### config.mk
export PLATFORM = sky130hd
export DESIGN_NAME = pc_sequencer_flat
export DESIGN_NICKNAME = d
export VERILOG_FILES = /design/src/rtl/pc_sequencer_pkg.sv /design/src/rtl/pc_sequencer_if.sv /design/src/rtl/pc_sequencer_ret_addr_stack.sv /design/src/rtl/pc_sequencer.sv /design/src/flat_wrapper.sv
export SDC_FILE = /design/constraint.sdc
export NUM_CORES = 1
export LEC_CHECK = 0
export CORE_ASPECT_RATIO = 0.9
export CORE_UTILIZATION = 30
export DETAILED_ROUTE_END_ITERATION = 7
export GPL_ROUTABILITY_DRIVEN = 1
export GPL_TIMING_DRIVEN = 0
export PLACE_DENSITY_LB_ADDON = 0.1
export SYNTH_ARGS = -nofsm -noshare
export SYNTH_HDL_FRONTEND = slang
export SYNTH_HIERARCHICAL = 1
export SYNTH_SLANG_ARGS = --single-unit
### constraint.sdc
create_clock -name clk -period 1.9 [get_ports clk]
set_input_delay 0.475 -clock clk [delete_from_list [all_inputs] [get_ports clk]]
set_output_delay 0.475 -clock clk [all_outputs]
set_load 0.02 [all_outputs]
### src/rtl/pc_sequencer_pkg.sv
// Shared types for the PC sequencer: PC width, reset PC default,
// sequencer FSM states and the PC next-value source select.
package pc_sequencer_pkg;

    localparam int PC_W = 8;

    typedef logic [PC_W-1:0] pc_t;

    localparam pc_t RESET_PC_DEF = 8'h00;

    typedef enum logic [1:0] {
        ST_IDLE,
        ST_FETCH,
        ST_HOLD,
        ST_HALT
    } seq_state_e;

    // Where the PC is loaded from on the next edge.
    typedef enum logic [1:0] {
        SRC_KEEP,
        SRC_INC,
        SRC_TARGET,
        SRC_RAS
    } pc_src_e;

endpackage

### src/rtl/pc_sequencer_if.sv
// Instruction-fetch handshake between the PC sequencer (master) and
// instruction memory (slave).
interface pc_sequencer_if;
    import pc_sequencer_pkg::*;

    logic fetch_valid;
    logic fetch_ready;
    pc_t  fetch_addr;

    modport master (
        output fetch_valid,
        output fetch_addr,
        input  fetch_ready
    );

    modport slave (
        input  fetch_valid,
        input  fetch_addr,
        output fetch_ready
    );

endinterface

### src/rtl/pc_sequencer_ret_addr_stack.sv
// Return-address LIFO for call/return redirects. Push and pop are ignored
// when full or empty respectively; the caller reports the error.
module ret_addr_stack
    import pc_sequencer_pkg::*;
#(
    parameter int DEPTH = 4
) (
    input  logic clk,
    input  logic rst_n,
    input  logic push_i,
    input  logic pop_i,
    input  pc_t  din_i,
    output pc_t  dout_o,
    output logic full_o,
    output logic empty_o
);

    localparam int CNT_W = $clog2(DEPTH + 1);
    localparam int IDX_W = $clog2(DEPTH);

    logic [CNT_W-1:0] count_q, count_d;
    logic [CNT_W-1:0] top_ptr;
    logic [CNT_W-1:0] wr_ptr;
    logic             do_push, do_pop;
    pc_t              mem_q [DEPTH];

    assign full_o  = (count_q == CNT_W'(DEPTH));
    assign empty_o = (count_q == '0);
    assign do_push = push_i & ~full_o;
    assign do_pop  = pop_i & ~empty_o;
    assign top_ptr = count_q - CNT_W'(1);
    assign wr_ptr  = do_pop ? top_ptr : count_q;
    assign dout_o  = mem_q[top_ptr[IDX_W-1:0]];

    always_comb begin
        // NOTE: every always_comb output gets a default first so no path can infer a latch.
        count_d = count_q;
        if (do_push && !do_pop) begin
            count_d = count_q + CNT_W'(1);
        end else if (do_pop && !do_push) begin
            count_d = top_ptr;
        end
    end

    always_ff @(posedge clk or negedge rst_n) begin
        // NOTE: sequential state uses non-blocking assignments so all registers update together.
        if (!rst_n) begin
            count_q <= '0;
        end else begin
            count_q <= count_d;
        end
    end

    // NOTE: storage is not reset; an entry is only ever read after being pushed.
    always_ff @(posedge clk) begin
        if (do_push) begin
            mem_q[wr_ptr[IDX_W-1:0]] <= din_i;
        end
    end

endmodule

### src/rtl/pc_sequencer.sv
// Program-counter sequencer: IDLE/FETCH/HOLD/HALT fetch FSM with branch,
// call and return redirects. Define RAS_EN to compile in the return-address stack.
module pc_sequencer
    import pc_sequencer_pkg::*;
#(
    parameter pc_t RESET_PC  = RESET_PC_DEF,
    parameter int  RAS_DEPTH = 4
) (
    input  logic           clk,
    input  logic           rst_n,
    input  logic           run,
    input  logic           stall,
    input  logic           halt,
    input  logic           branch_en,
    input  logic           call_en,
    input  logic           ret_en,
    input  pc_t            branch_addr,
    output pc_t            pc_o,
    input  pc_t            inc_i,
    pc_sequencer_if.master fetch,
    output logic           wrap_o,
    output logic           ras_err
);

    seq_state_e state_q, state_d;
    pc_t        pc_q, pc_d;
    pc_src_e    pc_src;
    logic       wrap_q;
    logic       wrap_set;
    logic       valid_w;
    logic       handshake;
    logic       active;

    assign valid_w           = (state_q == ST_FETCH);
    assign fetch.fetch_valid = valid_w;
    assign fetch.fetch_addr  = pc_q;
    assign pc_o              = pc_q;
    assign wrap_o            = wrap_q;
    assign handshake         = valid_w & fetch.fetch_ready;
    // Redirects are taken in FETCH or HOLD unless halt wins the cycle.
    assign active            = ((state_q == ST_FETCH) || (state_q == ST_HOLD)) && !halt;

`ifdef RAS_EN
    logic ras_push, ras_pop, ras_full, ras_empty;
    logic ras_err_q, ras_err_set;
    pc_t  ras_dout;

    ret_addr_stack #(
        .DEPTH (RAS_DEPTH)
    ) u_ras (
        .clk     (clk),
        .rst_n   (rst_n),
        .push_i  (ras_push),
        .pop_i   (ras_pop),
        .din_i   (inc_i),
        .dout_o  (ras_dout),
        .full_o  (ras_full),
        .empty_o (ras_empty)
    );

    assign ras_err = ras_err_q;

    always_ff @(posedge clk or negedge rst_n) begin
        if (!rst_n) begin
            ras_err_q <= 1'b0;
        end else if (ras_err_set) begin
            ras_err_q <= 1'b1;
        end
    end
`else
    logic unused_ras;
    assign unused_ras = &{1'b0, ret_en, RAS_DEPTH[0]};
    assign ras_err    = 1'b0;
`endif

    always_comb begin
        state_d = state_q;
        case (state_q)
            ST_IDLE:  if (run) state_d = ST_FETCH;
            ST_FETCH,
            ST_HOLD: begin
                if (halt) begin
                    state_d = ST_HALT;
                end else if (stall) begin
                    state_d = ST_HOLD;
                end else begin
                    state_d = ST_FETCH;
                end
            end
            ST_HALT:  state_d = ST_HALT;
            default:  state_d = ST_IDLE;
        endcase
    end

    always_comb begin
        pc_src = SRC_KEEP;
`ifdef RAS_EN
        ras_push    = 1'b0;
        ras_pop     = 1'b0;
        ras_err_set = 1'b0;
`endif
        if (active) begin
`ifdef RAS_EN
            if (ret_en) begin
                // Underflow falls through to the next sequential address.
                if (ras_empty) begin
                    pc_src      = SRC_INC;
                    ras_err_set = 1'b1;
                end else begin
                    pc_src  = SRC_RAS;
                    ras_pop = 1'b1;
                end
            end else if (call_en) begin
                pc_src = SRC_TARGET;
                if (ras_full) begin
                    ras_err_set = 1'b1;
                end else begin
                    ras_push = 1'b1;
                end
            end else if (branch_en) begin
                pc_src = SRC_TARGET;
            end else if (handshake) begin
                pc_src = SRC_INC;
            end
`else
            if (call_en || branch_en) begin
                pc_src = SRC_TARGET;
            end else if (handshake) begin
                pc_src = SRC_INC;
            end
`endif
        end else if (handshake) begin
            // A fetch accepted in the halting cycle still moves the PC past it.
            pc_src = SRC_INC;
        end
    end

    always_comb begin
        case (pc_src)
            SRC_INC:    pc_d = inc_i;
            SRC_TARGET: pc_d = branch_addr;
`ifdef RAS_EN
            SRC_RAS:    pc_d = ras_dout;
`endif
            default:    pc_d = pc_q;
        endcase
    end

    assign wrap_set = (pc_src == SRC_INC) && (pc_q == '1);

    always_ff @(posedge clk or negedge rst_n) begin
        if (!rst_n) begin
            state_q <= ST_IDLE;
            pc_q    <= RESET_PC;
            wrap_q  <= 1'b0;
        end else begin
            state_q <= state_d;
            pc_q    <= pc_d;
            if (wrap_set) begin
                wrap_q <= 1'b1;
            end
        end
    end

endmodule

### src/flat_wrapper.sv
// flat-port wrapper written by rule: the top's interface ports become plain ports
module pc_sequencer_flat import pc_sequencer_pkg::*;
#(
    parameter pc_t RESET_PC  = RESET_PC_DEF,
    parameter int  RAS_DEPTH = 4
)
  (clk, rst_n, run, stall, halt, branch_en, call_en, ret_en, branch_addr, pc_o, inc_i, wrap_o, ras_err, fetch_fetch_valid, fetch_fetch_addr, fetch_fetch_ready);
  pc_sequencer_if fetch_i ();
  input  logic clk;
  input  logic rst_n;
  input  logic run;
  input  logic stall;
  input  logic halt;
  input  logic branch_en;
  input  logic call_en;
  input  logic ret_en;
  input  pc_t branch_addr;
  output pc_t pc_o;
  input  pc_t inc_i;
  output logic wrap_o;
  output logic ras_err;
  output wire logic [$bits(fetch_i.fetch_valid)-1:0] fetch_fetch_valid;
  output wire logic [$bits(fetch_i.fetch_addr)-1:0] fetch_fetch_addr;
  input wire logic [$bits(fetch_i.fetch_ready)-1:0] fetch_fetch_ready;
  assign fetch_fetch_valid = fetch_i.fetch_valid;
  assign fetch_fetch_addr = fetch_i.fetch_addr;
  assign fetch_i.fetch_ready = fetch_fetch_ready;
  pc_sequencer #(.RESET_PC(RESET_PC), .RAS_DEPTH(RAS_DEPTH)) u_core (.clk(clk), .rst_n(rst_n), .run(run), .stall(stall), .halt(halt), .branch_en(branch_en), .call_en(call_en), .ret_en(ret_en), .branch_addr(branch_addr), .pc_o(pc_o), .inc_i(inc_i), .fetch(fetch_i), .wrap_o(wrap_o), .ras_err(ras_err));
endmodule
==> results.toml <==
[detailed_routing]
detail_route.first_pass.iterations = 3
totalWireLength_um = 1673
first_iter_violations = 1
wire_per_inst_um = 11.30
post-route-drc-count = 0
antenna_violating_nets_post_route = 0
viasPerCell = 4.459
num_vias = 660

[clock_tree]
htree_num_levels = 1
insertion_delay_ps = 260
tritoncts.num_buffers = 3
cts_root_buffer = "clkbuf_4"
cts_tree = "built"
max-clock-path-buffers = 2
holdBufCountCts = 0
numClockSinks = 11
path_clk_slew_ps = 70

[worst_setup_path]
cp_data_required_time_ps = 1420
path_max_fanout = 4
element_type_at_the_critical_path_start = "register"
arrival_ps = 1350
critPathKind = "reg -> out"
worstSetupEndpointType = "output port"

[logic_synthesis]
synthesis.yosys.warnings = 6
ys_types = 20
synth-seq-cells = 11
synthesis.instances = 74
synth-seq-area-share_pct = 38.80
post_synthesis_mean_instance_area_sq_um = 9.587
syn-num-nets = 105
mappedNetlistArea_sq_um = 709.4

[power]
power_per_cell_area_nw_per_um2 = 1587
leakage_nw = 0.6096
peakVddDrop_uv = 973.9

[global_routing]
grt.total_usage_pct = 13.69
grt_start_max_net_pins = 12
grt_antenna_before_repair = 0
number_of_global_route_vias_before_repair = 564
grt_overflow_total = 0
grt_first_pass_wirelength_um = 2394

[die]
floorplan.die_area_sq_um = 2564
design.portCount = 44
start_util_pct = 32.22
std_cell_rows = 16
design.core.area_sq_um = 2202
dieWidth_um = 53.26
die_height_um = 48.14

[sta]
slew_viol_final = 0
setup-violations-final = 0
timing.clock.skew_ps = 1.057
max_freq_mhz = 547.0
hold_viol_final = 0
period_share_pct = 96.22
final.hold.worst_slack_ps = 471.8
unrepaired_setup_endpoints_after_global_routing = "no"
period_minus_slack_ps = 1828
postLayoutSetupSlackWorst_ps = 71.74

[placement]
buffer_ports.inserted = 41
globalplace.congestion = 0.6455
placed_cell_area_sq_um = 1154
dp_cells = 142
hpwl_um = 1347
pre_cts_slack_ps = -210.3

[finish]
utilization_pct = 55.97
n_antenna_cell = 0
ratio_of_cells_with_drive_above_1_in_the_final_layout_pct = 16.53
layout.cells.non_filler = 148
finish.net_count = 153
design_area_sq_um = 1232
area_growth_syn_to_layout_pct = 73.72

[run_status]
run_status = "finished, final reports clean"

[run]
maxCapViolCount = 0

[worst_hold_path]
holdCritPathClass = "reg -> reg"
==> sequential cells by signal, summed over array words and instances, names as in the netlist <==
signal,cells
u_core/state_q,2
u_core/wrap_o,1
u_core/fetch.fetch_addr,8
==> what timing repair did <==
item,4_1_cts,5_1_grt
setup endpoints to repair,9,14
pin swaps,0,1
gates resized for setup,2,7
setup buffers,0,2
==> kinds of logic (layout without fill, tap and decap cells) <==
logic type	after synthesis	in the layout	share of synthesized area, %
fa+ha+maj	6	6	10.58
simple gates	16	16	9.701
mux	8	8	11.29
other cells	1	1	0.5286
flops	11	11	38.80
compound gates	15	15	13.23
buf+inv	17	64	15.87
==> Yosys cell counts (all sizes together) <==
master	number	area share, %
o21ai	10	7.1
dfrtp	11	39
conb	1	0.53
nand2b	1	0.88
o21a	1	1.1
a31oi	1	0.88
mux2i	8	11
nand3	1	0.70
inv	6	3.2
buf	11	13
and3	1	0.88
nor2	3	1.6
nand4	1	0.88
a41o	1	1.4
nand2	9	4.8
ha	6	11
o211ai	2	2.8
==> through the flow <==
stage | power [mW] | setup TNS (ps)
after floorplan | 1.231 | 0
after global placement | 1.719 | -1329
after detailed placement | 1.745 | -1688
after CTS | 1.902 | 0
after global routing | 2.122 | 0
final | 1.956 | 0
==> cell type report <==
type	instances	area, sq um
Sequential cell	11	275.3
Timing Repair Buffer	43	436.7
Inverter	6	22.52
Clock inverter	1	5.005
Multi-Input combinational cell	46	346.6
Tap cell	27	33.78
Clock buffer	3	22.52
Fill cell	214	969.7
Buffer	11	90.09
==> final timing paths <==
path | from | endpoint | slack, ps | depth (start not counted)
max | u_core/fetch.fetch_addr[0]$_DFFE_PN0P_ | pc_o[0] | 70 | 2
min | u_core/wrap_o$_DFFE_PN0P_ | u_core/wrap_o$_DFFE_PN0P_ | 470 | 1
max reg2reg | u_core/state_q[0]$_DFFE_PN0P_ | u_core/wrap_o$_DFFE_PN0P_ | 100 | 8
min reg2reg | u_core/wrap_o$_DFFE_PN0P_ | u_core/wrap_o$_DFFE_PN0P_ | 470 | 1
max in group asynchronous | rst_n | u_core/fetch.fetch_addr[2]$_DFFE_PN0P_ | 1030 | 1
min in group asynchronous | rst_n | u_core/wrap_o$_DFFE_PN0P_ | 540 | 1
==> where the power goes <==
part | internal [mW] | switching [mW] | total, mW
clock | 0.0777 | 0.0745 | 0.152
combinational | 0.714 | 0.641 | 1.35
sequential | 0.345 | 0.104 | 0.449
==> placed cells by master (no fill, tap or decap) <==
| cell type | Yosys | final |
|---|---|---|
| a31oi_1 | 1 | 1 |
| a41o_1 | 1 | 1 |
| and3_1 | 1 | 1 |
| buf_4 | 9 | 11 |
| buf_6 | 2 | 2 |
| clkbuf_4 | 0 | 3 |
| clkdlybuf4s50_1 | 0 | 35 |
| clkinv_2 | 0 | 1 |
| conb_1 | 1 | 1 |
| dfrtp_1 | 11 | 11 |
| dlygate4sd2_1 | 0 | 1 |
| dlymetal6s2s_1 | 0 | 5 |
| ha_1 | 6 | 4 |
| ha_4 | 0 | 2 |
| inv_1 | 6 | 6 |
| mux2i_1 | 8 | 8 |
| nand2_1 | 9 | 9 |
| nand2b_1 | 1 | 1 |
| nand3_1 | 1 | 1 |
| nand4_1 | 1 | 1 |
| nor2_1 | 3 | 3 |
| o211ai_1 | 1 | 1 |
| o211ai_2 | 1 | 1 |
| o21a_1 | 1 | 1 |
| o21ai_0 | 1 | 1 |
| o21ai_1 | 9 | 9 |
==> metal layers <==
layer  vias up  track usage, %  wire (um)
met5         -               0          0
met4         0           3.158         12
met3         2           5.607        127
met2        27           23.25        803
met1       292           16.41        729
li1        339               -          -
==> worst max-delay path, stage by stage, from the launching register on <==
cell,delay (ps)
dfrtp_1,390
buf_4,120
clkdlybuf4s50_1,580
(Power assumes the default switching activity.)
